[config.mk]
export PLATFORM = sky130hd
export DESIGN_NAME = i2c_seq_master
export DESIGN_NICKNAME = d
export VERILOG_FILES = /design/src/rtl/i2c_seq_master.sv
export SDC_FILE = /design/constraint.sdc
export NUM_CORES = 1
export LEC_CHECK = 0
export ABC_CLOCK_PERIOD_IN_PS = 3500
export CAP_MARGIN = 30
export CORE_MARGIN = 10
export CORE_UTILIZATION = 40
export DETAILED_ROUTE_END_ITERATION = 10
export PLACE_DENSITY = 0.61
export SYNTH_ARGS = -nofsm -noshare
export SYNTH_HDL_FRONTEND = slang
export SYNTH_SLANG_ARGS = --single-unit
[constraint.sdc]
create_clock -name clk -period 3.5 [get_ports clk]
set_input_delay 0.7 -clock clk [delete_from_list [all_inputs] [get_ports clk]]
set_output_delay 0.7 -clock clk [all_outputs]
set_load 0.005 [all_outputs]
[src/rtl/i2c_seq_master.sv]
// i2c_seq_master: holds a codec in power-down after reset, releases it, then streams
// {reg,value} writes from a synchronous ROM to one I2C target with NACK retry and status.
module i2c_seq_master #(
   parameter int unsigned CLK_DIV     = 30,
   parameter logic [6:0]  DEV_ADDR    = 7'h10,
   parameter int unsigned N_REGS      = 16,
   parameter int unsigned PDN_CYCLES  = 4096,
   parameter int unsigned MAX_RETRIES = 3
) (
   input  logic        clk,
   input  logic        rst,
   input  logic        start,
   output logic [7:0]  rom_addr,
   input  logic [15:0] rom_data,
   output logic        scl,
   output logic        sda_out,
   input  logic        sda_in,
   output logic        pdn_out,
   output logic        busy,
   output logic        done,
   output logic        error,
   output logic [7:0]  err_index
);
   localparam int unsigned DIV_W = (CLK_DIV > 1) ? $clog2(CLK_DIV) : 1;
   localparam int unsigned PDN_W = $clog2(PDN_CYCLES + 1);
   localparam int unsigned RTY_W = (MAX_RETRIES > 0) ? $clog2(MAX_RETRIES + 1) : 1;
   localparam logic [DIV_W-1:0] DIV_LAST = DIV_W'(CLK_DIV - 1);
   localparam logic [PDN_W-1:0] PDN_LAST = PDN_W'(PDN_CYCLES - 1);
   localparam logic [RTY_W-1:0] RTY_MAX  = RTY_W'(MAX_RETRIES);
   localparam logic [7:0]       LAST_IDX = 8'(N_REGS - 1);

   typedef enum logic [3:0] {
      S_PDN_LOW, S_PDN_WAIT, S_LOAD, S_START, S_BYTE,
      S_ACK, S_STOP, S_GAP, S_FIN, S_IDLE
   } state_t;

   state_t             state_q, state_d;
   logic [DIV_W-1:0]   div_q, div_d;
   logic [PDN_W-1:0]   pdn_cnt_q, pdn_cnt_d;
   logic               ld_q, ld_d;
   logic [23:0]        frame_q, frame_d;
   logic [1:0]         step_q, step_d;
   logic [2:0]         bit_idx_q, bit_idx_d;
   logic [1:0]         byte_idx_q, byte_idx_d;
   logic [RTY_W-1:0]   retry_q, retry_d;
   logic               nack_q, nack_d;
   logic               scl_q, scl_d;
   logic               sda_q, sda_d;
   logic               pdn_q, pdn_d;
   logic               busy_q, busy_d;
   logic               done_q, done_d;
   logic               error_q, error_d;
   logic [7:0]         err_index_q, err_index_d;
   logic [7:0]         rom_addr_q, rom_addr_d;
   logic               tick;

   always_comb begin
      state_d     = state_q;
      pdn_cnt_d   = pdn_cnt_q;
      ld_d        = ld_q;
      frame_d     = frame_q;
      step_d      = step_q;
      bit_idx_d   = bit_idx_q;
      byte_idx_d  = byte_idx_q;
      retry_d     = retry_q;
      nack_d      = nack_q;
      scl_d       = scl_q;
      sda_d       = sda_q;
      pdn_d       = pdn_q;
      busy_d      = busy_q;
      done_d      = done_q;
      error_d     = error_q;
      err_index_d = err_index_q;
      rom_addr_d  = rom_addr_q;
      tick        = (div_q == DIV_LAST);
      div_d       = tick ? '0 : div_q + 1'b1;

      case (state_q)
         S_PDN_LOW: begin
            if (pdn_cnt_q == PDN_LAST) begin
               pdn_cnt_d = '0;
               pdn_d     = 1'b1;
               state_d   = S_PDN_WAIT;
            end else begin
               pdn_cnt_d = pdn_cnt_q + 1'b1;
            end
         end
         S_PDN_WAIT: begin
            if (pdn_cnt_q == PDN_LAST) begin
               pdn_cnt_d = '0;
               state_d   = S_LOAD;
            end else begin
               pdn_cnt_d = pdn_cnt_q + 1'b1;
            end
         end
         // First clk lets the ROM register the address; the second captures its data.
         S_LOAD: begin
            if (!ld_q) begin
               ld_d = 1'b1;
            end else begin
               ld_d       = 1'b0;
               frame_d    = {DEV_ADDR, 1'b0, rom_data};
               byte_idx_d = '0;
               bit_idx_d  = '0;
               step_d     = '0;
               nack_d     = 1'b0;
               state_d    = S_START;
            end
         end
         S_START: begin
            if (tick) begin
               if (step_q == 2'd0) begin
                  sda_d  = 1'b0;
                  step_d = 2'd1;
               end else begin
                  scl_d   = 1'b0;
                  step_d  = 2'd0;
                  state_d = S_BYTE;
               end
            end
         end
         S_BYTE: begin
            if (tick) begin
               step_d = step_q + 2'd1;
               case (step_q)
                  2'd0: sda_d = frame_q[23];
                  2'd1: scl_d = 1'b1;
                  2'd3: begin
                     scl_d   = 1'b0;
                     frame_d = {frame_q[22:0], 1'b0};
                     if (bit_idx_q == 3'd7) begin
                        bit_idx_d = '0;
                        state_d   = S_ACK;
                     end else begin
                        bit_idx_d = bit_idx_q + 3'd1;
                     end
                  end
                  default: ;
               endcase
            end
         end
         S_ACK: begin
            if (tick) begin
               step_d = step_q + 2'd1;
               case (step_q)
                  2'd0: sda_d = 1'b1;
                  2'd1: scl_d = 1'b1;
                  2'd2: if (sda_in) nack_d = 1'b1;
                  default: begin
                     scl_d = 1'b0;
                     if (nack_q) begin
                        state_d = S_STOP;
                     end else if (byte_idx_q == 2'd2) begin
                        retry_d = '0;
                        state_d = S_STOP;
                     end else begin
                        byte_idx_d = byte_idx_q + 2'd1;
                        state_d    = S_BYTE;
                     end
                  end
               endcase
            end
         end
         S_STOP: begin
            if (tick) begin
               step_d = step_q + 2'd1;
               case (step_q)
                  2'd0: sda_d = 1'b0;
                  2'd1: scl_d = 1'b1;
                  default: begin
                     sda_d   = 1'b1;
                     step_d  = '0;
                     state_d = S_GAP;
                  end
               endcase
            end
         end
         S_GAP: begin
            if (tick) begin
               step_d = step_q + 2'd1;
               if (step_q == 2'd3) begin
                  if (nack_q) begin
                     if (retry_q < RTY_MAX) begin
                        retry_d = retry_q + 1'b1;
                        state_d = S_LOAD;
                     end else begin
                        state_d = S_FIN;
                     end
                  end else if (rom_addr_q == LAST_IDX) begin
                     state_d = S_FIN;
                  end else begin
                     rom_addr_d = rom_addr_q + 8'd1;
                     state_d    = S_LOAD;
                  end
               end
            end
         end
         S_FIN: begin
            busy_d = 1'b0;
            scl_d  = 1'b1;
            sda_d  = 1'b1;
            if (nack_q) begin
               error_d     = 1'b1;
               err_index_d = rom_addr_q;
            end else begin
               done_d = 1'b1;
            end
            state_d = S_IDLE;
         end
         S_IDLE: begin
            if (start) begin
               done_d      = 1'b0;
               error_d     = 1'b0;
               err_index_d = '0;
               rom_addr_d  = '0;
               retry_d     = '0;
               busy_d      = 1'b1;
               ld_d        = 1'b0;
               state_d     = S_LOAD;
            end
         end
         default: state_d = S_IDLE;
      endcase
   end

   always_ff @(posedge clk or posedge rst) begin
      if (rst) begin
         state_q     <= S_PDN_LOW;
         div_q       <= '0;
         pdn_cnt_q   <= '0;
         ld_q        <= 1'b0;
         frame_q     <= '0;
         step_q      <= '0;
         bit_idx_q   <= '0;
         byte_idx_q  <= '0;
         retry_q     <= '0;
         nack_q      <= 1'b0;
         scl_q       <= 1'b1;
         sda_q       <= 1'b1;
         pdn_q       <= 1'b0;
         busy_q      <= 1'b1;
         done_q      <= 1'b0;
         error_q     <= 1'b0;
         err_index_q <= '0;
         rom_addr_q  <= '0;
      end else begin
         state_q     <= state_d;
         div_q       <= div_d;
         pdn_cnt_q   <= pdn_cnt_d;
         ld_q        <= ld_d;
         frame_q     <= frame_d;
         step_q      <= step_d;
         bit_idx_q   <= bit_idx_d;
         byte_idx_q  <= byte_idx_d;
         retry_q     <= retry_d;
         nack_q      <= nack_d;
         scl_q       <= scl_d;
         sda_q       <= sda_d;
         pdn_q       <= pdn_d;
         busy_q      <= busy_d;
         done_q      <= done_d;
         error_q     <= error_d;
         err_index_q <= err_index_d;
         rom_addr_q  <= rom_addr_d;
      end
   end

   assign rom_addr  = rom_addr_q;
   assign scl       = scl_q;
   assign sda_out   = sda_q;
   assign pdn_out   = pdn_q;
   assign busy      = busy_q;
   assign done      = done_q;
   assign error     = error_q;
   assign err_index = err_index_q;
endmodule

==> impl_metrics.env <==
export IMPL_status="finished, final reports clean"
export IMPL_antenna_found_initial=0
export IMPL_power_per_cell_area_nw_per_um2=323
export IMPL_crit_arrival_ns=3.01
export IMPL_sw_frac_of_total_pct=22.9
export IMPL_cp_cell_sequence="inv_1 -> ha_1 -> nand4_1 -> o21ai_1 -> o211ai_1 -> or4_1 -> a21oi_1"
export IMPL_ff2ff_setup_slack_ns=0.78
export IMPL_drt_iter0_drc=222
export IMPL_grt_setup_unrepaired="no"
export IMPL_critPathSlowestCell="or4_1"
export IMPL_cpPeakStageDelay_ns=0.63
export IMPL_fin_ws_ns=0.779
export IMPL_nNetsFinal=511
export IMPL_fmax_mhz=368
export IMPL_cts_sinks=79
export IMPL_place_ws_ns=0.692
export IMPL_dieArea_sq_um=15200
export IMPL_timing_final_crit_share_pct=77.7
export IMPL_vdd_ir_drop_worst_v=0.000140
export IMPL_clk_pin_slew_worst_paths_ns=0.08
export IMPL_layout_cells_most_common="dfrtp_1"
export IMPL_avgRoutedWirePerCell_um=14.8
export IMPL_cts_tree="built"
export IMPL_start_util_pct=41.2
export IMPL_synth_largest_area_cell="dfrtp_1"
export IMPL_leakagePower_nw=2.27
export IMPL_holdBufCountCts=0
export IMPL_drtAntennaViolNets=0
export IMPL_worstHoldPathType="flop to flop"
export IMPL_synth_distinct_cells=64
export IMPL_grt_pass1_vias=3247
export IMPL_grt_use_total_pct=12.4
export IMPL_antennaDiodeCount=0
export IMPL_slew_viol_final=0
export IMPL_drive_gt1_share_pct=9.96
export IMPL_hold_viol=0
export IMPL_grt_max_degree=42
export IMPL_die_w_um=123
export IMPL_portBuffers=41
export IMPL_syn_num_nets=481
export IMPL_cts_resized=0
export IMPL_power_switching_mw=0.365
export IMPL_fin_setup_tns_ns=0
export IMPL_areaGrowthSynthToFinish_pct=15.6
export IMPL_p_clk_share_pct=40.2
export IMPL_gp_congestion=0.887
export IMPL_seqPwrFrac_pct=57.1
export IMPL_crit_type="flop to flop"
export IMPL_fin_skew_ns=0.0116
export IMPL_cp_required_ns=3.79
export IMPL_grt_overflow_total=0
export IMPL_cts_setup_buffers=0
export IMPL_synthCells=447
export IMPL_synth_edff_count=0
export IMPL_rows=37
export IMPL_ys_warn_count=0
export IMPL_layout_common_cells="dfrtp_1, nand2_1, o21ai_0, clkdlybuf4s50_1, nor2_1"
export IMPL_num_vias=3330
export IMPL_cap_violations=0
export IMPL_grt_first_pass_wirelength_um=15600
export IMPL_synth_seq_area_share_pct=46.4
export IMPL_cts_path_max_buffers=2
export IMPL_worst_slew_margin_rel_pct=37.6
export IMPL_end_kind="flop"
export IMPL_vias_per_cell=5.39
export IMPL_drc=0
export IMPL_avgSynthCellArea_sq_um=9.56
export IMPL_synth_ff_type="dfrtp_1"
export IMPL_clk_latency_ns=0.36
export IMPL_hpwl_um=6340
export IMPL_async_flop_share_pct=100
export IMPL_netlist_area_leader_share_pct=44.5
export IMPL_synth_area_sq_um=4270
export IMPL_setup_viol=0
export IMPL_crit_fanout=16
export IMPL_cts_buffers=9
export IMPL_die_y_um=123
export IMPL_htree_levels=3
export IMPL_routed_wl_um=9130
export IMPL_comb_power_share_pct=2.7
export IMPL_core_sq_um=10400
export IMPL_tightest_slew_ns=0.932
export IMPL_ioPinCount=42
export IMPL_critPathLaunchType="flop"
export IMPL_period_minus_slack_ns=2.72
export IMPL_firstDrtPassIters=4
export IMPL_ys_seq_elements=79
export IMPL_root_buffer="clkbuf_8"
export IMPL_intPower_mw=1.23
export IMPL_synthTopCellsByArea="dfrtp_1, nand2_1, o21ai_0"
## final cells by class
| class | instances | area, sq um |
|---|---|---|
| Multi-Input combinational cell | 328 | 2090 |
| Timing Repair Buffer | 46 | 460 |
| Fill cell | 977 | 5430 |
| Inverter | 13 | 50.0 |
| Sequential cell | 79 | 1980 |
| Clock inverter | 4 | 28.8 |
| Tap cell | 136 | 170 |
| Clock buffer | 12 | 155 |
## stage by stage
stage	cells	cell area (sq um)	power (mW)	utilization (%)	hold slack, ns
global placement	602	4750	0.974	45.8	0.442
detailed placement	602	4750	0.975	45.8	0.455
CTS	618	4940	1.62	47.6	0.474
floorplan	447	4270	0.944	-	0.438
finish	618	4940	1.60	47.6	0.468
global route	618	4940	1.67	47.6	0.498
## state kept, by name (all words and copies together), names as in the netlist
signal and cells:
bit_idx_q 3, busy 1, byte_idx_q 2, div_q 5, done 1, err_index 8, error 1, frame_q 24
ld_q 1, nack_q 1, pdn_cnt_q 13, pdn_out 1, retry_q 2, rom_addr 8, scl 1, sda_out 1
state_q 4, step_q 2
## kinds of logic after synthesis
kind of cell / Yosys count / synth area share (%)
AO/OA/AOI/OAI: 106 / 15.6
multiplexers: 24 / 5.83
adder cells (fa/ha/maj): 14 / 4.10
flip-flops: 79 / 46.4
AND/OR/NAND/NOR: 173 / 20.9
XOR/XNOR: 11 / 2.26
buffers and inverters: 40 / 4.98
## layer usage
| metal | wire length [um] | GRT usage [%] |
|---|---|---|
| met3 | 435 | 3.24 |
| met1 | 4380 | 15.7 |
| met4 | 144 | 4.66 |
| met2 | 4170 | 19.8 |
| met5 | 0 | 0 |
## synth_stat cells, drive strengths merged (4+ instances only)
cell type and instances:
a21o 5, a21oi 13, a22o 4, a31oi 4, and3 6, buf 12, clkbuf 15, dfrtp 76
ha 14, inv 13, mux2 7, mux2i 17, nand2 69, nand2b 5, nand3 24, nand4 6
nor2 28, nor3 6, o211ai 4, o21ai 51, o31ai 5, or3 4, or4 6, xnor2 5
xor2 6
## final timing paths
check,from,end,depth (start not counted)
worst max-delay path,div_q[1],rom_addr[7],7
worst min-delay path,pdn_out,pdn_out,1
worst max register to register,div_q[1],rom_addr[7],7
min in group asynchronous,rst,frame_q[6],2
worst min register to register,pdn_out,pdn_out,1
max in group asynchronous,rst,busy,3
## worst max-delay path, delay by kind of cell, from the launching register on
family	cells	cell delay, ns
and+or+nand+nor	2	1.07
AOI/OAI and AO/OA	3	0.92
DFF	1	0.41
adders and majority gates	1	0.19
buffers and inverters	1	0.06
## power groups by stage
stage                     Combinational [mW]  Clock [mW]  Sequential, mW
after floorplan                       0.0138           0           0.930
after global placement                0.0441           0           0.930
after detailed placement              0.0445           0           0.930
after CTS                             0.0445       0.664           0.912
after global routing                  0.0475       0.706           0.912
final                                 0.0423       0.642           0.912
No activity file was read; power rests on OpenSTA's default activity.
==> edit: new RTL, same flow settings <==
Put one more register stage on the output `err_index`, with the module's reset. The value now appears one clock later. The other outputs are not delayed to match.
--- a/src/rtl/i2c_seq_master.sv
+++ b/src/rtl/i2c_seq_master.sv
@@ -274,3 +274,9 @@
    assign error     = error_q;
-   assign err_index = err_index_q;
+   always_ff @(posedge clk or posedge rst) begin
+      if (rst) begin
+         err_index <= '0;
+      end else begin
+         err_index <= err_index_q;
+      end
+   end
 endmodule
Formal check against the unedited RTL: no difference found for any inputs over 10 cycles, from zero or initial values and one cycle with rst high; that may be too few to reach the edited logic, so the function may still have changed.
==> edit against the original RTL <==
Global-route usage fell by 0.73 points; synthesized cell count is 0.67% higher; count of clock-buffer cells in the layout stayed put; critical path type unchanged; cell area is 3.7% higher; final cell count rose by 1.6%; hold slack worse by 89 ps; synthesized area is 2.8% higher; worst setup slack improved by 330 ps; critical endpoint is now state_q[0]; sequential cell count increased by 8; routed wire length decreased by 2.9%; via count down 2.0%.
Power is not compared: it rests on default switching activity, and its combinational part moved more than twofold at a synthesized area within 25%.
==> edit: results (changes against the original RTL) <==
stage;metric;value;unit;change
worst_hold_path;hp-start;err_index_q[1];;
worst_setup_path;r2r_slack;1100;ps;+330 ps
grt;grt_max_degree;50;;+19%
detailed_routing;wl_met3;468;um;+7.6%
grt;use_met1;14.29;%;-1.5 points
grt;grt_use_total;11.65;%;-0.73 points
detailed_routing;route.met2.wl;4119;um;-1.2%
cells_and_area;signal_buffers;48;;+4.3%
cells_and_area;nMultiInputCombCells;323;;-1.5%
placed_design;place_congestion;0.7890;;-11%
yosys;synth-compound-area-share;13.48;%;-2.1 points
detailed_routing;wl_met1;4167;um;-4.8%
cells_and_area;design.seq.count;87;;+10%
worst_setup_path;slowest_stage;dfrtp_1;;
grt;grt_util_met3;4.426;%;+1.2 points
cells_and_area;n_all_inverters;14;;+1
placed_design;hpwl;6236;um;-1.7%
yosys;synthXorXnorAreaFrac;2.594;%;+0.34 points
yosys;yosys-mux-area-fraction;5.673;%;-0.16 points
yosys;synth_nets;484;;+0.62%
yosys;synth.yosys.seq_area_share;49.69;%;+3.3 points
worst_setup_path;r2r_cells;6;;-1
worst_hold_path;holdPathEnd;err_index[1];;
worst_setup_path;cp_max_fo;21;;+5
status;status;finished clean;;
sta;whs;378.6;ps;-89.07 ps
yosys;netlist_area;4389;um2;+2.8%
worst_setup_path;arrival;2650;ps;-360 ps
grt;grt_pass1_vias;3220;;-0.83%
detailed_routing;totalWireLength;8861;um;-2.9%
grt;grt_pass1_wl;15370;um;-1.3%
cells_and_area;n_fill_cell;1035;;+5.9%
placed_design;placed_cell_area;4907;um2;+3.3%
worst_setup_path;slowest_delay;790;ps;+160 ps
cells_and_area;drive_gt1_share;9.221;%;-0.74 points
detailed_routing;drtIter0Drc;247;;+11%
yosys;synthTopCellsByArea;dfrtp_1 (48%), nand2_1 (6.8%), o21ai_0 (4.7%);;
grt;use_met2;18.42;%;-1.4 points
worst_setup_path;r2r_start;state_q[0];;
## edit: changes by cell type after synthesis, moves of 5 or more
| cell | unedited run | this run |
|---|---|---|
| or4_1 | 6 | 0 |
| nand2b_1 | 5 | 10 |
| dfrtp_1 | 76 | 84 |
| o21ai_0 | 48 | 41 |
| nand2_1 | 69 | 79 |
## edit: worst max-delay path: cells and delay by family, from the launching register on
family | cells | cell delay (ps)
DFF | 1 | 790
AOI/OAI and AO/OA | 2 | 460
and+or+nand+nor | 2 | 400
muxes | 1 | 380
buffers and inverters | 1 | 260
## edit: metrics by stage
stage,worst slack [ps],std cells,util [%]
2_1_floorplan,554.8,450,-
3_3_place_gp,906.0,612,45.47
5_1_grt,968.1,628,47.40
6_report,1105,628,47.40
3_5_place_dp,849.5,612,45.47
4_1_cts,1103,628,47.40
